[src/rtl/display_pkg.sv]
`default_nettype none
// ============================================================================
// Module      : display_pkg
// Description : Shared types and default timing for the front-panel display
//               scan sequencer.
// Revision    : 1.0 - initial release
// ============================================================================
package display_pkg;

    localparam int DIGITS            = 8;
    localparam int ROW_BITS          = 72;
    localparam int DEF_DWELL_CYCLES  = 4096;
    localparam int DEF_BLANK_CYCLES  = 16;
    localparam int DEF_SHIFT_TIMEOUT = 1024;

    // Scan sequencer states
    typedef enum logic [2:0] {
        ST_IDLE  = 3'd0,
        ST_FETCH = 3'd1,
        ST_SHIFT = 3'd2,
        ST_DWELL = 3'd3,
        ST_BLANK = 3'd4
    } scan_state_t;

    // Largest of three timing values, used to size the shared slot timer
    function automatic int max3(input int a, input int b, input int c);
        int m;
        m = (a > b) ? a : b;
        m = (m > c) ? m : c;
        return m;
    endfunction

endpackage
`default_nettype wire

[src/rtl/display_dwell_timer.sv]
`default_nettype none
// ============================================================================
// Module      : display_dwell_timer
// Description : Loadable down-counter with a terminal-count flag. Shared by the
//               dwell, blank and shift-timeout intervals of the scan sequencer.
//               o_tc is high while the count is zero; a load of N gives a
//               terminal count on the (N+1)th cycle after the load.
// Revision    : 1.0 - initial release
// ============================================================================
module display_dwell_timer #(
    parameter int WIDTH = 13
) (
    input  logic             clk,
    input  logic             rst_n,
    input  logic             i_load,
    input  logic [WIDTH-1:0] i_load_val,
    output logic             o_tc
);

    logic [WIDTH-1:0] r_count;

    // Load has priority; otherwise count down and park at zero
    always_ff @(posedge clk or negedge rst_n) begin
        if (!rst_n) begin
            r_count <= '0;
        end else if (i_load) begin
            r_count <= i_load_val;
        end else if (r_count != '0) begin
            r_count <= r_count - WIDTH'(1);
        end
    end

    assign o_tc = (r_count == '0);

endmodule
`default_nettype wire

[src/rtl/display_scan_ctrl.sv]
`default_nettype none
// ============================================================================
// Module      : display_scan_ctrl
// Description : Multiplexed front-panel display sequencer. Per slot: fetch the
//               row word, hand it to the shift engine, dwell lit, blank, then
//               advance. Snapshot pulses only at frame boundaries / IDLE exit
//               so a frame never mixes old and new CPU state.
// Revision    : 1.0 - initial release
// ============================================================================
module display_scan_ctrl #(
    parameter int NUM_DIGITS    = display_pkg::DIGITS,
    parameter int DWELL_CYCLES  = display_pkg::DEF_DWELL_CYCLES,
    parameter int BLANK_CYCLES  = display_pkg::DEF_BLANK_CYCLES,
    parameter int SHIFT_TIMEOUT = display_pkg::DEF_SHIFT_TIMEOUT,
    parameter int ROW_BITS      = display_pkg::ROW_BITS
) (
    input  logic                clk,
    input  logic                rst_n,
    input  logic                i_enable,
    input  logic                i_leds_valid,
    input  logic [ROW_BITS-1:0] i_digit_bits,
    input  logic                i_shift_done,
    output logic [2:0]          o_digit_sel,
    output logic [ROW_BITS-1:0] o_display_bits,
    output logic                o_shift_start,
    output logic                o_blank_n,
    output logic                o_snap,
    output logic                o_frame_tick,
    output logic                o_shift_err
);

    import display_pkg::*;

    localparam int         CNT_W      = $clog2(max3(DWELL_CYCLES, BLANK_CYCLES, SHIFT_TIMEOUT) + 1);
    localparam int         BLANK_LOAD = (BLANK_CYCLES > 0) ? BLANK_CYCLES - 1 : 0;
    localparam logic [2:0] LAST_SLOT  = 3'(NUM_DIGITS - 1);

    scan_state_t         r_state;
    scan_state_t         w_next_state;
    logic                w_advance;
    logic                w_tc;
    logic                w_tmr_load;
    logic [CNT_W-1:0]    w_tmr_val;
    logic                w_timeout;
    logic                w_frame_end;
    logic                w_idle_exit;
    logic [2:0]          r_digit_sel;
    logic [ROW_BITS-1:0] r_display_bits;
    logic                r_shift_start;
    logic                r_snap;
    logic                r_frame_tick;
    logic                r_shift_err;

    display_dwell_timer #(
        .WIDTH (CNT_W)
    ) u_timer (
        .clk        (clk),
        .rst_n      (rst_n),
        .i_load     (w_tmr_load),
        .i_load_val (w_tmr_val),
        .o_tc       (w_tc)
    );

    // A shift that never reports done is abandoned on the last allowed cycle
    assign w_timeout   = (r_state == ST_SHIFT) && !i_shift_done && w_tc;
    assign w_frame_end = w_advance && (r_digit_sel == LAST_SLOT);
    assign w_idle_exit = (r_state == ST_IDLE) && i_enable;

    // State register
    always_ff @(posedge clk or negedge rst_n) begin
        if (!rst_n) begin
            r_state <= ST_IDLE;
        end else begin
            r_state <= w_next_state;
        end
    end

    // Next-state logic; enable is only honoured at slot advance so a lit slot always finishes
    always_comb begin
        w_next_state = r_state;
        w_advance    = 1'b0;
        unique case (r_state)
            ST_IDLE: begin
                if (i_enable) w_next_state = ST_FETCH;
            end
            ST_FETCH: begin
                w_next_state = ST_SHIFT;
            end
            ST_SHIFT: begin
                if (i_shift_done) begin
                    w_next_state = ST_DWELL;
                end else if (w_tc) begin
                    if (BLANK_CYCLES == 0) w_advance = 1'b1;
                    else                   w_next_state = ST_BLANK;
                end
            end
            ST_DWELL: begin
                if (w_tc) begin
                    if (BLANK_CYCLES == 0) w_advance = 1'b1;
                    else                   w_next_state = ST_BLANK;
                end
            end
            ST_BLANK: begin
                if (w_tc) w_advance = 1'b1;
            end
            default: begin
                w_next_state = ST_IDLE;
            end
        endcase
        if (w_advance) begin
            w_next_state = i_enable ? ST_FETCH : ST_IDLE;
        end
    end

    // Outputs and timer loads; the timer is reloaded on entry to each timed state
    always_comb begin
        o_blank_n  = (r_state == ST_DWELL);
        w_tmr_load = 1'b0;
        w_tmr_val  = '0;
        if (w_next_state != r_state) begin
            unique case (w_next_state)
                ST_SHIFT: begin
                    w_tmr_load = 1'b1;
                    w_tmr_val  = CNT_W'(SHIFT_TIMEOUT - 1);
                end
                ST_DWELL: begin
                    w_tmr_load = 1'b1;
                    w_tmr_val  = CNT_W'(DWELL_CYCLES - 1);
                end
                ST_BLANK: begin
                    w_tmr_load = 1'b1;
                    w_tmr_val  = CNT_W'(BLANK_LOAD);
                end
                default: begin
                    w_tmr_load = 1'b0;
                end
            endcase
        end
    end

    // Slot datapath: word capture, handshake pulse, slot index, frame/snapshot pulses, sticky error
    always_ff @(posedge clk or negedge rst_n) begin
        if (!rst_n) begin
            r_digit_sel    <= '0;
            r_display_bits <= '0;
            r_shift_start  <= 1'b0;
            r_snap         <= 1'b0;
            r_frame_tick   <= 1'b0;
            r_shift_err    <= 1'b0;
        end else begin
            if (r_state == ST_FETCH) begin
                r_display_bits <= i_digit_bits;
            end
            r_shift_start <= (r_state == ST_FETCH);
            if (w_advance) begin
                if (w_frame_end || !i_enable) r_digit_sel <= '0;
                else                          r_digit_sel <= r_digit_sel + 3'd1;
            end
            r_frame_tick <= w_frame_end;
            r_snap       <= i_leds_valid && (w_frame_end || w_idle_exit);
            if (w_timeout) begin
                r_shift_err <= 1'b1;
            end
        end
    end

    assign o_digit_sel    = r_digit_sel;
    assign o_display_bits = r_display_bits;
    assign o_shift_start  = r_shift_start;
    assign o_snap         = r_snap;
    assign o_frame_tick   = r_frame_tick;
    assign o_shift_err    = r_shift_err;

endmodule
`default_nettype wire

[config.mk]
export PLATFORM = sky130hd
export DESIGN_NAME = display_scan_ctrl
export DESIGN_NICKNAME = d
export VERILOG_FILES = /design/src/rtl/display_pkg.sv /design/src/rtl/display_dwell_timer.sv /design/src/rtl/display_scan_ctrl.sv
export SDC_FILE = /design/constraint.sdc
export NUM_CORES = 1
export LEC_CHECK = 0
export CAP_MARGIN = 20
export CORE_UTILIZATION = 43
export DETAILED_ROUTE_END_ITERATION = 10
export GPL_TIMING_DRIVEN = 0
export PLACE_DENSITY = 0.92
export SYNTH_ARGS = -nofsm -noshare
export SYNTH_HDL_FRONTEND = slang
export SYNTH_SLANG_ARGS = --single-unit
[constraint.sdc]
create_clock -name clk -period 3.01 [get_ports clk]
set_input_delay 0.602 -clock clk [delete_from_list [all_inputs] [get_ports clk]]
set_output_delay 0.602 -clock clk [all_outputs]
set_load 0.02 [all_outputs]
* Word-level counts from Yosys, hierarchy flattened
Index checks and enable logic that the tools add are counted.
** Word-level totals
- Register bits :: 95
- Bits of input ports :: 77
- Output and inout port bits :: 80
** Operators by class
- $add $sub $neg :: 2
- Equality and inequality tests :: 9
- Muxes and demuxes :: 15
- Reductions and logical operators :: 14
** Operators by type and width (count)
- $pmux 12 s3 :: 1
- $mux 13 :: 2
- $mux 3 :: 5
- $pmux 3 s5 :: 1
- $logic_not 13->1 :: 1
- $reduce_bool 13->1 :: 1
- $sub 13x1->13 const B :: 1
- $eq 3x2->1 const B :: 4
- $mux 12 :: 1
- $eq 3x3->1 const B :: 3
- $logic_and 1x1->1 :: 5
- $mux 1 :: 5
- $add 3x1->3 const B :: 1
- $eq 3x1->1 const B :: 1
- $logic_not 3->1 :: 1
- $ne 3x3->1 :: 1
- $reduce_or 3->1 :: 1
- $logic_not 1->1 :: 2
- $logic_or 1x1->1 :: 2
- $reduce_bool 2->1 :: 1

* Longest topological paths before layout
Gate-level depths: netlist of the first run.
- Depth in word-level cells :: 10
- Mapped depth :: 7
- Mapped depth without buffers :: 6

* By module
From an unflattened synthesis of the first run, not the netlist that was laid out.
** Unflattened totals
- Cell total of the unflattened synthesis :: 287
- Area total of the unflattened synthesis :: 3963.8 um^2
** By module, submodules not included
- display_scan_ctrl :: instances 1, cells each 205, area each 3196.8 um^2
- display_dwell_timer :: instances 1, cells each 82, area each 767.0 um^2

* Least setup slack after synthesis of the first run
Ideal clock, no wire load.
- Kind :: register to register
- From :: register u_timer.r_count[0]
- To :: register u_timer.r_count[0]
- Library setup time :: 0.138 ns
- Arrival time :: 1.985 ns
- Data required time :: 2.872 ns
- Path slack :: 0.886 ns
- Cell stages (with the launch flop) :: 8
- Clock period less this slack :: 2.124 ns
- Path through :: dfrtp_1 -> inv_1 -> ha_1 -> or3b_2 -> or4_4 -> buf_6 -> nor3_1 -> o21ai_0
** On the way
- Longest elaborated chain between the ends :: 10
- Elaborated cells on any way between the ends :: 21
- Classes of those cells :: add/sub: 1; eq/ne: 4; mux: 12; reduce/logical: 4
** Ends and longest elaborated chain
- start: declaration :: line display_dwell_timer.sv:20 : logic [WIDTH-1:0] r_count;
- start signal: assignment :: line display_dwell_timer.sv:27 : r_count <= i_load_val;
- start signal: assignment :: line display_dwell_timer.sv:29 : r_count <= r_count - WIDTH'(1);
- $logic_not 13->1 :: line display_dwell_timer.sv:33 : assign o_tc = (r_count == '0);
- $mux 3 :: line display_scan_ctrl.sv:98 : if (w_tc) begin
- $mux 3 :: line display_scan_ctrl.sv:90 : if (i_shift_done) begin
- $pmux 3 s5 :: line display_scan_ctrl.sv:82 : unique case (r_state)
- $mux 3 :: line display_scan_ctrl.sv:110 : if (w_advance) begin
- $eq 3x3->1 or $eq 3x2->1 (tied branches) :: line display_scan_ctrl.sv:121 : unique case (w_next_state)
- $reduce_or 3->1 (no line)
- $mux 1 :: line display_scan_ctrl.sv:121
- $mux 1 :: line display_scan_ctrl.sv:120 : if (w_next_state != r_state) begin
- $mux 13 or $reduce_bool 2->1 (tied branches)
Several ways; a longest one is shown, not always the timed one. The select of a mux whose other input is x is not followed.
A chain may end at the register's enable or synchronous reset.

* Worst setup path after layout of the first run
- From :: register u_timer.r_count[0]
- To :: register r_snap (netlist: o_snap)
** On the way
- Longest elaborated chain between the ends :: 6
** Ends and longest elaborated chain
- $logic_not 13->1 :: line display_dwell_timer.sv:33
- $mux 1 :: line display_scan_ctrl.sv:104 : if (w_tc) w_advance = 1'b1;
- $mux 1 :: line display_scan_ctrl.sv:82
- $logic_and 1x1->1 :: line display_scan_ctrl.sv:66 : assign w_frame_end = w_advance && (r_digit_sel == LAST_SLOT);
- $logic_or 1x1->1 :: line display_scan_ctrl.sv:160 : r_snap <= i_leds_valid && (w_frame_end || w_idle_exit);
- $logic_and 1x1->1 :: line display_scan_ctrl.sv:160
- end signal: assignment :: line display_scan_ctrl.sv:160
- end: declaration :: line display_scan_ctrl.sv:50 : logic r_snap;
Every way passes these cells.

==> results of run 1 <==
[sequential cells by signal, summed over array words and instances, names as in the netlist]
register,flops
u_timer.r_count,13
o_shift_start,1
r_state,3
o_snap,1
o_shift_err,1
o_display_bits,72
o_frame_tick,1
o_digit_sel,3
[worst paths after layout]
path                                    start  cells after the start  slack (ns)                  to
setup / recovery           u_timer.r_count[0]                      7        0.54              o_snap
hold / removal                          rst_n                      1        0.24  o_display_bits[16]
setup reg to reg           u_timer.r_count[0]                      7        0.54              o_snap
hold reg to reg            o_display_bits[23]                      1        0.51  o_display_bits[23]
max in group asynchronous               rst_n                      2        2.09   o_display_bits[3]
min in group clk           o_display_bits[23]                      1        0.51  o_display_bits[23]
[worst max-delay path: stages, from the launching register on]
cell and delay, ns:
sky130_fd_sc_hd__dfrtp_1 0.42, sky130_fd_sc_hd__inv_1 0.09, sky130_fd_sc_hd__ha_1 0.26, sky130_fd_sc_hd__or3b_2 0.51, sky130_fd_sc_hd__nor4_1 0.61, sky130_fd_sc_hd__buf_4 0.29, sky130_fd_sc_hd__nand3_1 0.08, sky130_fd_sc_hd__a21oi_1 0.15
[synth_stat cells (2+ instances only)]
master / instances
sky130_fd_sc_hd__dfrtp_1: 95
sky130_fd_sc_hd__mux2_2: 72
sky130_fd_sc_hd__o21ai_0: 15
sky130_fd_sc_hd__nor2_1: 10
sky130_fd_sc_hd__nand2_1: 8
sky130_fd_sc_hd__nand3_1: 7
sky130_fd_sc_hd__xor2_1: 7
sky130_fd_sc_hd__buf_2: 6
sky130_fd_sc_hd__inv_1: 6
sky130_fd_sc_hd__nor3_1: 5
sky130_fd_sc_hd__nand2b_1: 4
sky130_fd_sc_hd__clkbuf_1: 3
sky130_fd_sc_hd__ha_1: 3
sky130_fd_sc_hd__a21oi_1: 2
sky130_fd_sc_hd__nor4_1: 2
sky130_fd_sc_hd__o21ai_1: 2
sky130_fd_sc_hd__o31ai_1: 2
sky130_fd_sc_hd__or4_1: 2
sky130_fd_sc_hd__or4_4: 2
[metal layers]
| layer | share of wire (%) | vias up |
|---|---|---|
| li1 | - | 1290 |
| met1 | 38 | 1365 |
| met2 | 54 | 93 |
| met3 | 6.4 | 16 |
| met4 | 1.9 | 0 |
| met5 | 0 | - |
[cell type report]
| type | count | area (sq um) | area share, % |
|---|---|---|---|
| flip-flops and latches | 95 | 2380 | 41.6 |
| plain buffers | 11 | 60.1 | 1.05 |
| multi-input cells | 158 | 1350 | 23.7 |
| inverters | 6 | 22.5 | 0.394 |
| clock buffers | 12 | 155 | 2.71 |
| repair buffers | 157 | 1590 | 27.8 |
| well taps | 105 | 131 | 2.30 |
| clock inverters | 4 | 30.0 | 0.525 |
[power by group]
group,leakage [nW],internal [mW],switching (mW)
Combinational,1.16,1.29,1.09
Clock,0.0926,0.348,0.443
Sequential,1.12,1.80,0.296
[per-stage QoR]
step           hold slack, ns  power (mW)
6_report                0.240        5.27
3_3_place_gp            0.453        4.42
3_5_place_dp            0.478        4.53
2_1_floorplan           0.306        3.23
4_1_cts                 0.254        5.32
5_1_grt                 0.262        5.56
[cells in the final DEF (no fill, tap or decap), drive strengths merged, types with 2 or more instances in the layout]
master | netlist | final
nand3 | 7 | 7
nand2 | 8 | 8
inv | 6 | 6
nor2 | 10 | 10
nor3 | 5 | 5
clkdlybuf4s50 | 0 | 155
clkbuf | 3 | 15
a21oi | 2 | 2
nor4 | 2 | 2
or4 | 4 | 4
buf | 8 | 10
ha | 3 | 3
o31ai | 2 | 2
nand2b | 4 | 4
o21ai | 17 | 17
mux2 | 72 | 72
xor2 | 7 | 7
and2 | 2 | 2
clkinv | 0 | 3
dfrtp | 95 | 95
[cells by family after synthesis]
family,Yosys count,share of synthesized area [%]
flops,95,62.4
xor+xnor,7,1.61
mux,73,21.5
compound gates,26,4.23
simple gates,49,7.12
buf+inv,17,2.17
fa+ha+maj,3,0.985
==> impl_metrics.env, run 1 <==
export IMPL_cts_root_to_sink_buffers=2
export IMPL_rows=33
export IMPL_clock_fmax_mhz=404
export IMPL_synth_fp_nets=350
export IMPL_synth_avg_cell_area_sq_um=14.1
export IMPL_boundaryPins=157
export IMPL_ant_nets=0
export IMPL_clock_skew_ns=0.0104
export IMPL_cts_made_buffers=9
export IMPL_final_layout_size_suffix_gt1_share_pct=22.8
export IMPL_post_synth_inst_count=270
export IMPL_synth_async_reset_ratio_pct=100
export IMPL_synthTopCellsByArea="sky130_fd_sc_hd__dfrtp_1, sky130_fd_sc_hd__mux2_2, sky130_fd_sc_hd__o21ai_0"
export IMPL_finish_cell_count_without_fillers=548
export IMPL_use_met1_pct=22.9
export IMPL_slew_violations=0
export IMPL_yosys_warning_count=0
export IMPL_synthDominantCellAreaShare_pct=62.4
export IMPL_insertion_delay_ns=0.35
export IMPL_postLayoutSetupSlackWorst_ns=0.538
export IMPL_hold_path_class="primary input to asynchronous set/reset pin"
export IMPL_track_usage_pct=21.0
export IMPL_post_place_ws_ns=0.585
export IMPL_p_leak_nw=2.37
export IMPL_worst_ep_arrival_time_ns=2.75
export IMPL_coreArea_sq_um=8380
export IMPL_finalWirelength_microns=9090
export IMPL_root_buf_cell="sky130_fd_sc_hd__clkbuf_8"
export IMPL_routed_length_per_instance_microns=16.6
export IMPL_finalHoldViolations=0
export IMPL_finish_instance_area_sq_um=5720
export IMPL_final_setup_viol_count=0
export IMPL_number_of_flops_mapped_to_enable_cells_by_yosys=0
export IMPL_power_density_nw_per_um2=922
export IMPL_worstPathMaxFanout=10
export IMPL_tritoncts_num_sinks=95
export IMPL_grt_busiest_layer="met2"
export IMPL_worst_endpoint_required_ns=3.29
export IMPL_start_util_pct=45.5
export IMPL_placement_cell_area_sq_um=5530
export IMPL_filler_cell_count=606
export IMPL_synth_area_sq_um=3810
export IMPL_nNetsFinal=518
export IMPL_die_h_microns=96.2
export IMPL_cts_resized=0
export IMPL_routabilityCongestion=0.813
export IMPL_cts_setup_buffers=0
export IMPL_vdd_ir_drop_max_mv=0.587
export IMPL_via_count_normalized_by_instance_count=5.04
export IMPL_period_share_pct=82.1
export IMPL_yosysSeqAreaShare_pct=62.4
export IMPL_timing_max_cap_violations=0
export IMPL_synth_largest_area_cell="sky130_fd_sc_hd__dfrtp_1"
export IMPL_synth_seq_cells=95
export IMPL_via_count=2764
export IMPL_grt_setup_unrepaired="no"
export IMPL_grt_max_degree=53
export IMPL_detailed_place_hpwl_microns=6840
export IMPL_critPathLaunchType="flop"
export IMPL_insertedDiodeCount=0
export IMPL_via_count_of_the_first_global_routing_pass=3013
export IMPL_final_util_pct=68.2
export IMPL_dr_pass1_iters=4
export IMPL_port_buffers=156
export IMPL_tightestPinTransition_ns=0.697
export IMPL_status="complete, no violations"
export IMPL_clkTransAtPathRegs_ns=0.10
export IMPL_met3_usage_pct=6.87
export IMPL_syn_to_final_growth_pct=49.9
export IMPL_tritoncts="built"
export IMPL_dr_first_iter_drc_count=63
export IMPL_final_setup_tns_ns=0
export IMPL_globalRouteOverflowTotal=0
export IMPL_yosys_cell_types_count=36
export IMPL_grt_antenna_before_repair=0
export IMPL_drc_errors=0
export IMPL_grtUsageMet2_pct=37.8
export IMPL_dieWidth_microns=96.2
export IMPL_setup_worst_path_end_class="flop"
export IMPL_timing_setup_critical_path_class="flop to flop"
export IMPL_final_min_clock_period_ns=2.47
export IMPL_htree_num_levels=3
export IMPL_dieArea_sq_um=9250
export IMPL_dp_cells=532
export IMPL_synth_main_ff_cell="sky130_fd_sc_hd__dfrtp_1"
export IMPL_worst_slew_margin_rel_pct=53.1
export IMPL_cts_hold_fix_buffers=0
export IMPL_grt_first_pass_wirelength_microns=14400
Power figures use the tool's default switching activity.
==> run 2: changes to the inputs <==
==> constraint.sdc (replaced) <==
create_clock -name clk -period 2.6 [get_ports clk]
set_input_delay 0.52 -clock clk [delete_from_list [all_inputs] [get_ports clk]]
set_output_delay 0.52 -clock clk [all_outputs]
set_load 0.02 [all_outputs]
==> run 2 against run 1 <==
Against the previous run: die area unchanged; sequential power up 16%; wire length hardly changed.
==> impl_metrics.env, run 2 (synthesis results as in run 1) <==
export IMPL_p_leak_nw=2.37
export IMPL_largest_register_ff_count=72
export IMPL_insertedDiodeCount=0
export IMPL_postLayoutSetupSlackWorst_ns=0.230
export IMPL_p_seq_share_pct=39.7
export IMPL_total_switching_power_mw=2.12
export IMPL_area_sequential_sq_um=2380
export IMPL_cp_top_family="simple AND/OR/NAND/NOR gates"
export IMPL_clockPowerShare_pct=15.1
export IMPL_via_count_of_the_first_global_routing_pass=3013
export IMPL_cts_setup_buffers=0
export IMPL_period_share_pct=91.2
export IMPL_tritoncts="built"
export IMPL_tightestPinTransition_ns=0.709
export IMPL_clock_skew_ns=0.0102
export IMPL_htree_num_levels=3
export IMPL_post_place_ws_ns=0.175
export IMPL_routabilityCongestion=0.813
export IMPL_cpMaxStageDelayCell="sky130_fd_sc_hd__or4_4"
export IMPL_comb_power_share_pct=45.2
export IMPL_p_int_mw=3.98
export IMPL_finalWirelength_microns=9100
export IMPL_worstPathMaxFanout=10
export IMPL_rr_startpoint="u_timer.r_count[0]"
export IMPL_syn_to_final_growth_pct=50.1
export IMPL_via_count=2773
export IMPL_cells_traversed_along_the_worst_timing_path="inv_1 > ha_1 > or3b_2 > or4_4 > buf_6 > nor3_1 > o21ai_0"
export IMPL_coreArea_sq_um=8380
export IMPL_grt_first_pass_wirelength_microns=14400
export IMPL_start_util_pct=45.5
export IMPL_final_common_cell="sky130_fd_sc_hd__clkdlybuf4s50_1"
export IMPL_via_count_normalized_by_instance_count=5.06
export IMPL_rows=33
export IMPL_timing_setup_critical_path_class="flop to flop"
export IMPL_multi_input_area_sq_um=1360
export IMPL_cts_made_buffers=9
export IMPL_final_min_clock_period_ns=2.37
export IMPL_insertion_delay_ns=0.35
export IMPL_globalRouteOverflowTotal=0
export IMPL_drc_errors=0
export IMPL_dr_first_iter_drc_count=76
export IMPL_dieWidth_microns=96.2
export IMPL_sw_frac_of_total_pct=34.8
export IMPL_final_cell_mix="sky130_fd_sc_hd__clkdlybuf4s50_1, sky130_fd_sc_hd__dfrtp_1, sky130_fd_sc_hd__mux2_2"
export IMPL_dp_cells=532
export IMPL_cp_depth=7
export IMPL_rr_worst_depth=7
export IMPL_hold_path_class="primary input to asynchronous set/reset pin"
export IMPL_finalHoldViolations=0
export IMPL_timing_rr_end="u_timer.r_count[0]"
export IMPL_dr_pass1_iters=4
export IMPL_setup_reg_to_reg_worst_slack_ns=0.23
export IMPL_tritoncts_num_sinks=95
export IMPL_ant_nets=0
export IMPL_timing_max_cap_violations=0
export IMPL_critical_path_buf_inv_count=2
export IMPL_worst_endpoint_required_ns=2.80
export IMPL_cts_root_to_sink_buffers=2
export IMPL_grt_antenna_before_repair=0
export IMPL_clock_fmax_mhz=422
export IMPL_track_usage_pct=21.0
export IMPL_dieArea_sq_um=9250
export IMPL_vdd_ir_drop_max_mv=0.681
export IMPL_clkTransAtPathRegs_ns=0.10
export IMPL_slew_violations=0
export IMPL_final_setup_viol_count=0
export IMPL_routed_length_per_instance_microns=16.6
export IMPL_boundaryPins=157
export IMPL_detailed_place_hpwl_microns=6840
export IMPL_critPathLaunchType="flop"
export IMPL_filler_cell_count=606
export IMPL_root_buf_cell="sky130_fd_sc_hd__clkbuf_8"
export IMPL_nNetsFinal=518
export IMPL_grt_setup_unrepaired="no"
export IMPL_power_density_nw_per_um2=1070
export IMPL_final_layout_size_suffix_gt1_share_pct=23.0
export IMPL_worst_ep_arrival_time_ns=2.58
export IMPL_finish_cell_count_without_fillers=548
export IMPL_setup_worst_path_end_class="flop"
export IMPL_status="complete, no violations"
export IMPL_grt_max_degree=53
export IMPL_worst_slew_margin_rel_pct=52.3
export IMPL_final_util_pct=68.3
export IMPL_die_h_microns=96.2
export IMPL_port_buffers=156
export IMPL_worst_hold_slack_ns=0.158
export IMPL_cpPeakStageDelay_ns=0.52
==> run 2: area by class of cell <==
class,count,share of cell area (%)
buffer,11,1.05
sequential,95,41.5
multi-input combinational,158,23.7
tap,105,2.30
clock inverter,4,0.525
clock buffer,12,2.71
timing repair buffer,157,27.7
inverter,6,0.394
==> run 2: power by group through the flow <==
stage	clock network [mW]	registers (mW)	logic, mW
3_5_place_dp	0	2.46	2.78
2_1_floorplan	0	3.11	0.629
4_1_cts	0.940	2.43	2.79
5_1_grt	1.01	2.51	2.92
6_report	0.919	2.43	2.76
3_3_place_gp	0	2.41	2.70
==> run 2: worst max path at each step <==
stage | from | end
after floorplan | u_timer.r_count[0] | u_timer.r_count[0]
after global placement | rst_n | o_display_bits[0]
after detailed placement | u_timer.r_count[0] | o_snap
after CTS | u_timer.r_count[0] | o_snap
after global routing | u_timer.r_count[0] | u_timer.r_count[0]
final | u_timer.r_count[0] | u_timer.r_count[0]
==> run 2: per-stage QoR <==
step	total power, mW	instance area (sq um)	setup TNS, ns
after global placement	5.12	5510	-224.54
after CTS	6.16	5720	0
final	6.10	5720	0
after floorplan	3.74	3810	0
after global routing	6.44	5720	0
after detailed placement	5.24	5530	0
==> run 2: worst reg2reg max path, stage by stage, from the launching register on <==
cell	delay, ns
sky130_fd_sc_hd__dfrtp_1	0.42
sky130_fd_sc_hd__inv_1	0.09
sky130_fd_sc_hd__ha_1	0.27
sky130_fd_sc_hd__or3b_2	0.51
sky130_fd_sc_hd__or4_4	0.52
sky130_fd_sc_hd__buf_6	0.16
sky130_fd_sc_hd__nor3_1	0.15
sky130_fd_sc_hd__o21ai_0	0.11
==> run 2: timing repair <==
action	in CTS	in global routing
setup endpoints to repair	0	2
hold buffers	0	0
resized for setup	0	1
==> run 2: layer usage <==
layer,track usage (%),share of wire (%),vias to the layer above
met1,22.9,38,1376
li1,-,-,1292
met3,6.87,6.2,17
met4,7.96,1.9,0
met5,0,0,-
met2,37.8,54,88
